**src/rtl/mc_ctrl_pkg.sv**
```systemverilog
// Shared definitions for the multi-cycle controller: FSM state encodings,
// MIPS opcode/funct constants, datapath mux-select encodings and the
// one-hot instruction class record produced by the decoder.
package mc_ctrl_pkg;

  // FSM states; encodings 5-7 are unused and recover to FETCH.
  typedef enum logic [2:0] {
    ST_FETCH  = 3'd0,
    ST_DECODE = 3'd1,
    ST_EXE    = 3'd2,
    ST_MEM    = 3'd3,
    ST_WB     = 3'd4
  } state_e;

  // Primary opcodes
  localparam logic [5:0] OP_RTYPE = 6'h00;
  localparam logic [5:0] OP_J     = 6'h02;
  localparam logic [5:0] OP_JAL   = 6'h03;
  localparam logic [5:0] OP_BEQ   = 6'h04;
  localparam logic [5:0] OP_ORI   = 6'h0D;
  localparam logic [5:0] OP_LUI   = 6'h0F;
  localparam logic [5:0] OP_LW    = 6'h23;
  localparam logic [5:0] OP_SW    = 6'h2B;

  // R-type funct codes
  localparam logic [5:0] FN_JR    = 6'h08;
  localparam logic [5:0] FN_ADDU  = 6'h21;
  localparam logic [5:0] FN_SUBU  = 6'h23;

  // Next-PC source
  localparam logic [2:0] NPC_PC4  = 3'b000;
  localparam logic [2:0] NPC_BEQ  = 3'b001;
  localparam logic [2:0] NPC_JAL  = 3'b010;
  localparam logic [2:0] NPC_JR   = 3'b011;
  localparam logic [2:0] NPC_J    = 3'b100;

  // Register-file write address select
  localparam logic [2:0] RD_RD    = 3'b000;
  localparam logic [2:0] RD_RT    = 3'b001;
  localparam logic [2:0] RD_RA    = 3'b010;

  // Register-file write data select
  localparam logic [2:0] M2R_ALU  = 3'b000;
  localparam logic [2:0] M2R_MEM  = 3'b001;
  localparam logic [2:0] M2R_PC   = 3'b010;

  // ALU B-operand select
  localparam logic [2:0] SRC_REG  = 3'b000;
  localparam logic [2:0] SRC_IMM  = 3'b001;

  // Immediate extender mode
  localparam logic [1:0] EXT_ZERO = 2'b00;
  localparam logic [1:0] EXT_SIGN = 2'b01;
  localparam logic [1:0] EXT_LUI  = 2'b10;

  // ALU operation
  localparam logic [1:0] ALU_ADD  = 2'b00;
  localparam logic [1:0] ALU_SUB  = 2'b01;
  localparam logic [1:0] ALU_OR   = 2'b10;

  // One-hot instruction class; exactly one flag is set for any Instr.
  typedef struct packed {
    logic addu;
    logic subu;
    logic ori;
    logic lui;
    logic lw;
    logic sw;
    logic beq;
    logic j;
    logic jal;
    logic jr;
    logic bad;
  } insn_class_t;

  // ALU-side selects, driven in EXE and held through MEM.
  typedef struct packed {
    logic [2:0] alu_src;
    logic [1:0] ext_op;
    logic [1:0] alu_op;
  } exe_sel_t;

  // ALU-side selects for an instruction class; zero for classes without an
  // ALU phase (beq compares through the external Zero flag only).
  function automatic exe_sel_t exe_selects(insn_class_t c);
    exe_sel_t s;
    s = '0;
    if (c.ori) begin
      s.alu_src = SRC_IMM;
      s.ext_op  = EXT_ZERO;
      s.alu_op  = ALU_OR;
    end else if (c.lw || c.sw) begin
      s.alu_src = SRC_IMM;
      s.ext_op  = EXT_SIGN;
      s.alu_op  = ALU_ADD;
    end else if (c.lui) begin
      s.alu_src = SRC_IMM;
      s.ext_op  = EXT_LUI;
      s.alu_op  = ALU_ADD;
    end else if (c.subu) begin
      s.alu_src = SRC_REG;
      s.ext_op  = EXT_ZERO;
      s.alu_op  = ALU_SUB;
    end
    return s;
  endfunction

endpackage

```
**src/rtl/mc_ctrl_if.sv**
```systemverilog
// Controller <-> datapath bundle: instruction/flag inputs to the controller
// and all enables, mux selects and debug/status outputs back to the datapath.
interface mc_ctrl_if;
  logic [31:0] Instr;
  logic        Zero;
  logic        PCWrite;
  logic        IRWrite;
  logic        RegWrite;
  logic        MemWrite;
  logic [2:0]  RegDst;
  logic [2:0]  MemToReg;
  logic [2:0]  ALUSrc;
  logic [2:0]  NPCop;
  logic [1:0]  Extop;
  logic [1:0]  ALUop;
  logic [2:0]  state;
  logic        retire;
  logic        illegal;
  logic [31:0] retired_cnt;

  // Controller side
  modport master (
    input  Instr, Zero,
    output PCWrite, IRWrite, RegWrite, MemWrite,
    output RegDst, MemToReg, ALUSrc, NPCop, Extop, ALUop,
    output state, retire, illegal, retired_cnt
  );

  // Datapath side
  modport slave (
    output Instr, Zero,
    input  PCWrite, IRWrite, RegWrite, MemWrite,
    input  RegDst, MemToReg, ALUSrc, NPCop, Extop, ALUop,
    input  state, retire, illegal, retired_cnt
  );
endinterface

```
**src/rtl/mc_decode.sv**
```systemverilog
// Combinational instruction classifier: maps opcode/funct onto one-hot
// class flags. Anything outside the supported set raises only 'bad'.
module mc_decode
  import mc_ctrl_pkg::*;
(
  input  logic [5:0]  opcode,
  input  logic [5:0]  funct,
  output insn_class_t cls
);

  // Opcode first, funct only for the R-type group.
  always_comb begin
    cls = '0;
    case (opcode)
      OP_RTYPE: begin
        case (funct)
          FN_ADDU: cls.addu = 1'b1;
          FN_SUBU: cls.subu = 1'b1;
          FN_JR:   cls.jr   = 1'b1;
          default: cls.bad  = 1'b1;
        endcase
      end
      OP_ORI:  cls.ori = 1'b1;
      OP_LUI:  cls.lui = 1'b1;
      OP_LW:   cls.lw  = 1'b1;
      OP_SW:   cls.sw  = 1'b1;
      OP_BEQ:  cls.beq = 1'b1;
      OP_J:    cls.j   = 1'b1;
      OP_JAL:  cls.jal = 1'b1;
      default: cls.bad = 1'b1;
    endcase
  end

endmodule

```
**src/rtl/mc_ctrl.sv**
```systemverilog
// Multi-cycle MIPS controller: FETCH/DECODE/EXE/MEM/WB state machine with
// Moore outputs (PCWrite in EXE also follows Zero for beq) and a counter of
// retired instructions. Instruction classification lives in mc_decode.
module mc_ctrl
  import mc_ctrl_pkg::*;
(
  input  logic     clk,
  input  logic     reset,
  mc_ctrl_if.master bus
);

  state_e      state_reg;
  state_e      state_next;
  logic [31:0] cnt_reg;
  insn_class_t cls;
  exe_sel_t    exe_sel;

  logic        pc_write;
  logic        ir_write;
  logic        reg_write;
  logic        mem_write;
  logic [2:0]  reg_dst;
  logic [2:0]  mem_to_reg;
  logic [2:0]  alu_src;
  logic [2:0]  npc_op;
  logic [1:0]  ext_op;
  logic [1:0]  alu_op;
  logic        retire;
  logic        illegal;

  mc_decode u_decode (
    .opcode (bus.Instr[31:26]),
    .funct  (bus.Instr[5:0]),
    .cls    (cls)
  );

  // Register/immediate fields are consumed by the datapath, not here.
  logic unused_instr_fields;
  assign unused_instr_fields = ^bus.Instr[25:6];

  assign exe_sel = exe_selects(cls);

  // State register and retire counter; reset abandons any in-flight instruction.
  always_ff @(posedge clk) begin
    if (reset) begin
      state_reg <= ST_FETCH;
      cnt_reg   <= '0;
    end else begin
      state_reg <= state_next;
      if (retire) begin
        cnt_reg <= cnt_reg + 32'd1;
      end
    end
  end

  // Next-state and output decode; every output defaults to 0 in each state.
  always_comb begin
    state_next = ST_FETCH;
    pc_write   = 1'b0;
    ir_write   = 1'b0;
    reg_write  = 1'b0;
    mem_write  = 1'b0;
    reg_dst    = RD_RD;
    mem_to_reg = M2R_ALU;
    alu_src    = SRC_REG;
    npc_op     = NPC_PC4;
    ext_op     = EXT_ZERO;
    alu_op     = ALU_ADD;
    retire     = 1'b0;
    illegal    = 1'b0;

    case (state_reg)
      ST_FETCH: begin
        ir_write   = 1'b1;
        pc_write   = 1'b1;
        npc_op     = NPC_PC4;
        state_next = ST_DECODE;
      end

      ST_DECODE: begin
        if (cls.j) begin
          pc_write = 1'b1;
          npc_op   = NPC_J;
        end else if (cls.jal) begin
          pc_write = 1'b1;
          npc_op   = NPC_JAL;
        end else if (cls.jr) begin
          pc_write = 1'b1;
          npc_op   = NPC_JR;
        end
        illegal = cls.bad;
        // Jumps and unsupported opcodes finish here.
        if (cls.j || cls.jr || cls.bad) begin
          retire     = 1'b1;
          state_next = ST_FETCH;
        end else if (cls.jal) begin
          state_next = ST_WB;
        end else begin
          state_next = ST_EXE;
        end
      end

      ST_EXE: begin
        alu_src = exe_sel.alu_src;
        ext_op  = exe_sel.ext_op;
        alu_op  = exe_sel.alu_op;
        if (cls.beq) begin
          npc_op     = NPC_BEQ;
          pc_write   = bus.Zero;
          retire     = 1'b1;
          state_next = ST_FETCH;
        end else if (cls.lw || cls.sw) begin
          state_next = ST_MEM;
        end else begin
          state_next = ST_WB;
        end
      end

      ST_MEM: begin
        // Address path stays as set up in EXE while memory is accessed.
        alu_src   = exe_sel.alu_src;
        ext_op    = exe_sel.ext_op;
        alu_op    = exe_sel.alu_op;
        mem_write = cls.sw;
        if (cls.sw) begin
          retire     = 1'b1;
          state_next = ST_FETCH;
        end else begin
          state_next = ST_WB;
        end
      end

      ST_WB: begin
        reg_write = 1'b1;
        retire    = 1'b1;
        if (cls.ori || cls.lui) begin
          reg_dst = RD_RT;
        end else if (cls.lw) begin
          reg_dst    = RD_RT;
          mem_to_reg = M2R_MEM;
        end else if (cls.jal) begin
          reg_dst    = RD_RA;
          mem_to_reg = M2R_PC;
        end
        state_next = ST_FETCH;
      end

      default: state_next = ST_FETCH;
    endcase

    // No writes or pulses escape while reset is held, whatever the state.
    if (reset) begin
      pc_write  = 1'b0;
      ir_write  = 1'b0;
      reg_write = 1'b0;
      mem_write = 1'b0;
      retire    = 1'b0;
      illegal   = 1'b0;
    end
  end

  assign bus.PCWrite     = pc_write;
  assign bus.IRWrite     = ir_write;
  assign bus.RegWrite    = reg_write;
  assign bus.MemWrite    = mem_write;
  assign bus.RegDst      = reg_dst;
  assign bus.MemToReg    = mem_to_reg;
  assign bus.ALUSrc      = alu_src;
  assign bus.NPCop       = npc_op;
  assign bus.Extop       = ext_op;
  assign bus.ALUop       = alu_op;
  assign bus.state       = state_reg;
  assign bus.retire      = retire;
  assign bus.illegal     = illegal;
  assign bus.retired_cnt = cnt_reg;

endmodule

```
**src/flat_wrapper.sv**
```systemverilog
// flat-port wrapper written by rule: the top's interface ports become plain ports
module mc_ctrl_flat import mc_ctrl_pkg::*;
  (clk, reset, bus_Instr, bus_Zero, bus_PCWrite, bus_IRWrite, bus_RegWrite, bus_MemWrite, bus_RegDst, bus_MemToReg, bus_ALUSrc, bus_NPCop, bus_Extop, bus_ALUop, bus_state, bus_retire, bus_illegal, bus_retired_cnt);
  mc_ctrl_if bus_i ();
  input  logic clk;
  input  logic reset;
  input wire logic [$bits(bus_i.Instr)-1:0] bus_Instr;
  input wire logic [$bits(bus_i.Zero)-1:0] bus_Zero;
  output wire logic [$bits(bus_i.PCWrite)-1:0] bus_PCWrite;
  output wire logic [$bits(bus_i.IRWrite)-1:0] bus_IRWrite;
  output wire logic [$bits(bus_i.RegWrite)-1:0] bus_RegWrite;
  output wire logic [$bits(bus_i.MemWrite)-1:0] bus_MemWrite;
  output wire logic [$bits(bus_i.RegDst)-1:0] bus_RegDst;
  output wire logic [$bits(bus_i.MemToReg)-1:0] bus_MemToReg;
  output wire logic [$bits(bus_i.ALUSrc)-1:0] bus_ALUSrc;
  output wire logic [$bits(bus_i.NPCop)-1:0] bus_NPCop;
  output wire logic [$bits(bus_i.Extop)-1:0] bus_Extop;
  output wire logic [$bits(bus_i.ALUop)-1:0] bus_ALUop;
  output wire logic [$bits(bus_i.state)-1:0] bus_state;
  output wire logic [$bits(bus_i.retire)-1:0] bus_retire;
  output wire logic [$bits(bus_i.illegal)-1:0] bus_illegal;
  output wire logic [$bits(bus_i.retired_cnt)-1:0] bus_retired_cnt;
  assign bus_i.Instr = bus_Instr;
  assign bus_i.Zero = bus_Zero;
  assign bus_PCWrite = bus_i.PCWrite;
  assign bus_IRWrite = bus_i.IRWrite;
  assign bus_RegWrite = bus_i.RegWrite;
  assign bus_MemWrite = bus_i.MemWrite;
  assign bus_RegDst = bus_i.RegDst;
  assign bus_MemToReg = bus_i.MemToReg;
  assign bus_ALUSrc = bus_i.ALUSrc;
  assign bus_NPCop = bus_i.NPCop;
  assign bus_Extop = bus_i.Extop;
  assign bus_ALUop = bus_i.ALUop;
  assign bus_state = bus_i.state;
  assign bus_retire = bus_i.retire;
  assign bus_illegal = bus_i.illegal;
  assign bus_retired_cnt = bus_i.retired_cnt;
  mc_ctrl u_core (.clk(clk), .reset(reset), .bus(bus_i));
endmodule
```
**config.mk**
```make
export PLATFORM = sky130hd
export DESIGN_NAME = mc_ctrl_flat
export DESIGN_NICKNAME = d
export VERILOG_FILES = /design/src/rtl/mc_ctrl_pkg.sv /design/src/rtl/mc_ctrl_if.sv /design/src/rtl/mc_decode.sv /design/src/rtl/mc_ctrl.sv /design/src/flat_wrapper.sv
export SDC_FILE = /design/constraint.sdc
export NUM_CORES = 1
export LEC_CHECK = 0
export ABC_AREA = 0
export CORE_MARGIN = 1.5
export CORE_UTILIZATION = 25
export CTS_BUF_LIST = sky130_fd_sc_hd__clkbuf_4
export DETAILED_ROUTE_END_ITERATION = 8
export SLEW_MARGIN = 25
export SYNTH_ARGS = -nofsm -noshare
export SYNTH_HDL_FRONTEND = slang
export SYNTH_HIERARCHICAL = 1
export SYNTH_SLANG_ARGS = --single-unit
```
**constraint.sdc**
```tcl
create_clock -name clk -period 3.8 [get_ports clk]
set_clock_uncertainty 0.2 [all_clocks]
set_input_delay 0.76 -clock clk [delete_from_list [all_inputs] [get_ports clk]]
set_output_delay 0.76 -clock clk [all_outputs]
set_load 0.02 [all_outputs]
```
==> results of run 1 <==
## metal layers
metal	vias to the layer above	routed length (um)	part of all wire
met3	4	357	0.056
met4	0	25	0.0039
met1	1111	2970	0.46
li1	1195	-	-
met2	64	3050	0.48
met5	-	0	0
## power breakdown
group	total, W	leakage [nW]	internal [W]	switching [W]
Combinational	0.000105	0.846	0.0000490	0.0000561
Clock	0.000192	0.0276	0.0000731	0.000119
Sequential	0.000376	0.282	0.000370	0.00000637
## cells in the final DEF (no fill, tap or decap), drive strengths merged, types with 10 or more instances in the layout
master         count
clkdlybuf4s50     51
buf               37
dfxtp             35
nor2              31
nand2             24
a21oi             22
o21ai             15
or4               13
xor2              11
o31ai             11
nor3              11
clkbuf            10
## worst paths after layout
path	endpoint	start	slack, ps
setup reg to reg	u_core/bus.retired_cnt[19]	u_core/bus.state[0]	1110
setup / recovery	bus_retire	bus_Instr[29]	20
hold / removal	u_core/bus.retired_cnt[31]	u_core/bus.retired_cnt[31]	290
hold reg to reg	u_core/bus.retired_cnt[31]	u_core/bus.retired_cnt[31]	290
## critical path, delay by kind of cell
kind	cells	cell delay [ps]
compound gates	1	140
simple gates	6	1200
buf+inv	3	730
## layout make-up
class	count	area, um2	share of cell area
sequential	35	701	0.221
tap	105	131	0.0414
clock buffer	6	45.0	0.0142
multi-input combinational	215	1360	0.429
timing repair buffer	102	900	0.284
inverter	9	33.8	0.0106
## stage by stage
step	area [um2]	worst slack, ps	setup TNS (ps)	utilization	total power (W)
CTS	3160	-3.54	-3.54	0.384	0.000677
finish	3170	15.0	0	0.386	0.000673
floorplan	2130	91.2	0	-	0.000434
global placement	3100	-465	-3590	0.378	0.000487
global route	3170	-85.4	-85.4	0.386	0.000702
detailed placement	3100	-489	-3990	0.378	0.000488
## repair_timing
action,4_1_cts,5_1_grt
endpoints found under the setup margin,16,7
gates cloned,0,0
gates resized for setup,30,14
hold buffers,0,0
==> results.json, run 1 <==
{
  "run_status": "finished, final reports clean",
  "crit_path_cell_trace": "clkdlybuf4s50_1 > or4_4 > nor3_4 > and3_4 > nor3_1 > buf_4 > o21ai_4 > nor2_2 > nor2_1 > buf_4",
  "maxSlewViolCount": 0,
  "core_um2": 8220,
  "grt_use_met2": 0.232,
  "tightestPinTransition_ps": 612,
  "vias_per_cell": 5.03,
  "wl_um": 6410,
  "nets": 404,
  "cp-end-kind": "primary output",
  "vdd_drop_max_v": 0.000130,
  "busiest_layer": "met2",
  "rsz0062_at_grt": "true",
  "h-tree-depth": 2,
  "setup_violations": 0,
  "cp.arrival_ps": 2820,
  "hp-class": "flip-flop to flip-flop",
  "crit_required_ps": 2840,
  "start_kind": "input pin",
  "cp_max_fo": 3,
  "finalHoldViolations": 0,
  "hold_ws_ps": 286,
  "cts_max_path_buffers": 2,
  "nFillCells": 833,
  "worstHoldPathCells": 2,
  "total_leakage_power_nw": 1.16,
  "initial_utilization": 0.258,
  "maxCapViolCount": 0,
  "clock_latency_ps": 330,
  "cpMostUsedCell": "buf_4",
  "chipHeight_um": 95.1,
  "cts_tree": "yes",
  "rows": 33,
  "grt_pass1_vias": 2241,
  "grt_max_degree": 27,
  "root_buffer": "clkbuf_4",
  "ios": 92,
  "max_stage_delay_ps": 580,
  "drtIter0Drc": 170,
  "ant_nets": 0,
  "maxSlewHeadroom": 0.589,
  "crit_type": "input pin to primary output",
  "cts_setup_buffers": 0,
  "cts.sink_count": 35,
  "period_minus_slack_ps": 3780,
  "grt_pass1_wl_um": 10500,
  "r2r_cells": 6,
  "final_cells": 472,
  "place.gp.congestion": 0.831,
  "syn_area_per_cell_um2": 7.79,
  "wire_per_inst_um": 13.6,
  "antenna_found_initial": 0,
  "portBuffers": 67,
  "timing.final.crit_share": 0.996,
  "die_x_um": 95.1,
  "vias": 2374,
  "antenna_cells": 0,
  "drive_above_1_share": 0.180,
  "synth_area_um2": 2120,
  "post-place-cells": 466,
  "synth_warnings": 6,
  "gr-usage-met3": 0.0303,
  "dieArea_um2": 9040,
  "cts_buffers": 5,
  "fmaxAchievable_mhz": 264,
  "area_delta_synth_final_pct": 49.7,
  "gr-total-overflow": 0,
  "hpwl_um": 4790,
  "drtPass1Iterations": 4,
  "largest_register_ffs": 32,
  "cp_slowest_cell": "or4_4",
  "drc_errors": 0,
  "powerDensity_nw_per_um2": 212,
  "use_met1": 0.199,
  "gr-usage-all-layers": 0.144,
  "cts.clk_slew.worst_paths_ps": 100,
  "synthCells": 272
}
No activity file was read; power rests on OpenSTA's default activity.
==> inputs of run 2 (changes only) <==
--- a/config.mk
+++ b/config.mk
@@ -7,10 +7,11 @@
 export LEC_CHECK = 0
 export ABC_AREA = 0
 export CORE_MARGIN = 1.5
-export CORE_UTILIZATION = 25
+export CORE_UTILIZATION = 44
 export CTS_BUF_LIST = sky130_fd_sc_hd__clkbuf_4
 export DETAILED_ROUTE_END_ITERATION = 8
-export SLEW_MARGIN = 25
+export PLACE_DENSITY = 0.83
+export SLEW_MARGIN = 20
 export SYNTH_ARGS = -nofsm -noshare
 export SYNTH_HDL_FRONTEND = slang
 export SYNTH_HIERARCHICAL = 1
==> run 2 against run 1 <==
Effect of this change:
- via count grew 1.8%
- sequential share of layout area grew 0.43 points
- largest cell class unchanged
- critical path type unchanged
- die area shrank 42%
==> results.json, run 2 (same netlist as run 1, synthesis figures left out) <==
{
  "drtIter0Drc": 198,
  "largest_register_ffs": 32,
  "die_x_um": 72.4,
  "period_minus_slack_ps": 3780,
  "cts_max_path_buffers": 2,
  "busiest_layer": "met2",
  "finalHoldViolations": 0,
  "chipHeight_um": 72.4,
  "area_delta_synth_final_pct": 46.9,
  "hp-class": "flip-flop to flip-flop",
  "layout_common_cells": "50 x clkdlybuf4s50_1, 35 x dfxtp_1, 33 x buf_4",
  "place.gp.congestion": 0.897,
  "crit_required_ps": 2840,
  "antenna_found_initial": 0,
  "final_cells": 419,
  "grt_pass1_wl_um": 9800,
  "h-tree-depth": 2,
  "grt_max_degree": 24,
  "power_w": 0.000680,
  "hold_ws_ps": 308,
  "cts_tree": "yes",
  "layout_setup_ws_ps": 17.5,
  "fmaxAchievable_mhz": 264,
  "gr-total-overflow": 0,
  "wl_um": 6160,
  "gr-usage-all-layers": 0.236,
  "drtPass1Iterations": 5,
  "ios": 92,
  "run_status": "finished, final reports clean",
  "tightestPinTransition_ps": 560,
  "portBuffers": 67,
  "clock_latency_ps": 350,
  "setup_violations": 0,
  "grt_pass1_vias": 2139,
  "rsz0062_at_grt": "true",
  "dpl_cell_area_um2": 3010,
  "cpMostUsedCell": "buf_4",
  "drc_errors": 0,
  "crit_path_cell_trace": "clkdlybuf4s50_1 > or4_4 > nor3_4 > and3_4 > buf_4 > inv_1 > o41ai_2 > buf_4",
  "root_buffer": "clkbuf_4",
  "vias": 2416,
  "cp_max_fo": 3,
  "maxSlewViolCount": 0,
  "initial_utilization": 0.452,
  "wire_per_inst_um": 14.7,
  "ant_nets": 0,
  "use_met1": 0.314,
  "nets": 400,
  "grt_use_met2": 0.383,
  "crit_type": "input pin to primary output",
  "core_um2": 4690,
  "timing.final.crit_share": 0.995,
  "maxCapViolCount": 0,
  "max_stage_delay_ps": 580,
  "cp-end-kind": "primary output",
  "pre_cts_slack_ps": -512,
  "hpwl_um": 4480,
  "total_leakage_power_nw": 1.19,
  "powerDensity_nw_per_um2": 219,
  "holdBufCountCts": 0,
  "drive_above_1_share": 0.175,
  "cp_slowest_cell": "or4_4",
  "vias_per_cell": 5.77,
  "post-place-cells": 411,
  "cp.arrival_ps": 2820,
  "final_common_cell": "clkdlybuf4s50_1",
  "dieArea_um2": 5240,
  "gr-usage-met3": 0.0403,
  "rows": 25,
  "cts.sink_count": 35,
  "cts_setup_buffers": 0,
  "start_kind": "input pin",
  "cts_buffers": 5,
  "final_cell_area_um2": 3110,
  "antenna_cells": 0,
  "vdd_drop_max_v": 0.000179,
  "maxSlewHeadroom": 0.624,
  "cts.clk_slew.worst_paths_ps": 110
}
==> run 2: layer usage <==
layer / wire (um) / up-vias
met2: 2910 / 82
met1: 2810 / 1124
met3: 305 / 16
met5: 0 / -
li1: - / 1194
met4: 129 / 0
==> run 2: final timing paths <==
kind,end,depth (start not counted),slack [ps],from
max reg2reg,u_core/bus.retired_cnt[27],6,1140,u_core/bus.state[0]
min reg2reg,u_core/bus.retired_cnt[11],2,310,u_core/bus.retired_cnt[11]
max,bus_NPCop[0],8,20,bus_Instr[28]
min,u_core/bus.retired_cnt[11],2,310,u_core/bus.retired_cnt[11]
==> run 2: layout make-up <==
class                      instances  area, um2
timing repair buffer              98        883
inverter                           9       33.8
fill                             396       1580
sequential                        35        701
clock buffer                       5       37.5
multi-input combinational        215       1380
tap                               54       67.6
clock inverter                     3       15.0
==> run 2: per-stage QoR <==
stage	setup TNS [ps]	util
finish	0	0.663
global route	-152	0.663
CTS	0	0.654
detailed placement	-3890	0.642
global placement	-2940	0.642
floorplan	0	-
==> run 2: worst max-delay path: cells and delay by family <==
| family | cells | cell delay (ps) |
|---|---|---|
| simple gates | 3 | 960 |
| compound gates | 1 | 310 |
| buf+inv | 4 | 790 |
==> run 2: timing repair <==
action	in CTS	in global routing
endpoints found under the setup margin	13	9
gates resized for setup	35	17
gates cloned	0	0
==> run 2: where the power goes <==
| group | switching (W) | internal, W | leakage [nW] |
|---|---|---|---|
| clock network | 0.000129 | 0.0000677 | 0.0263 |
| logic | 0.0000573 | 0.0000500 | 0.881 |
| registers | 0.00000652 | 0.000370 | 0.282 |
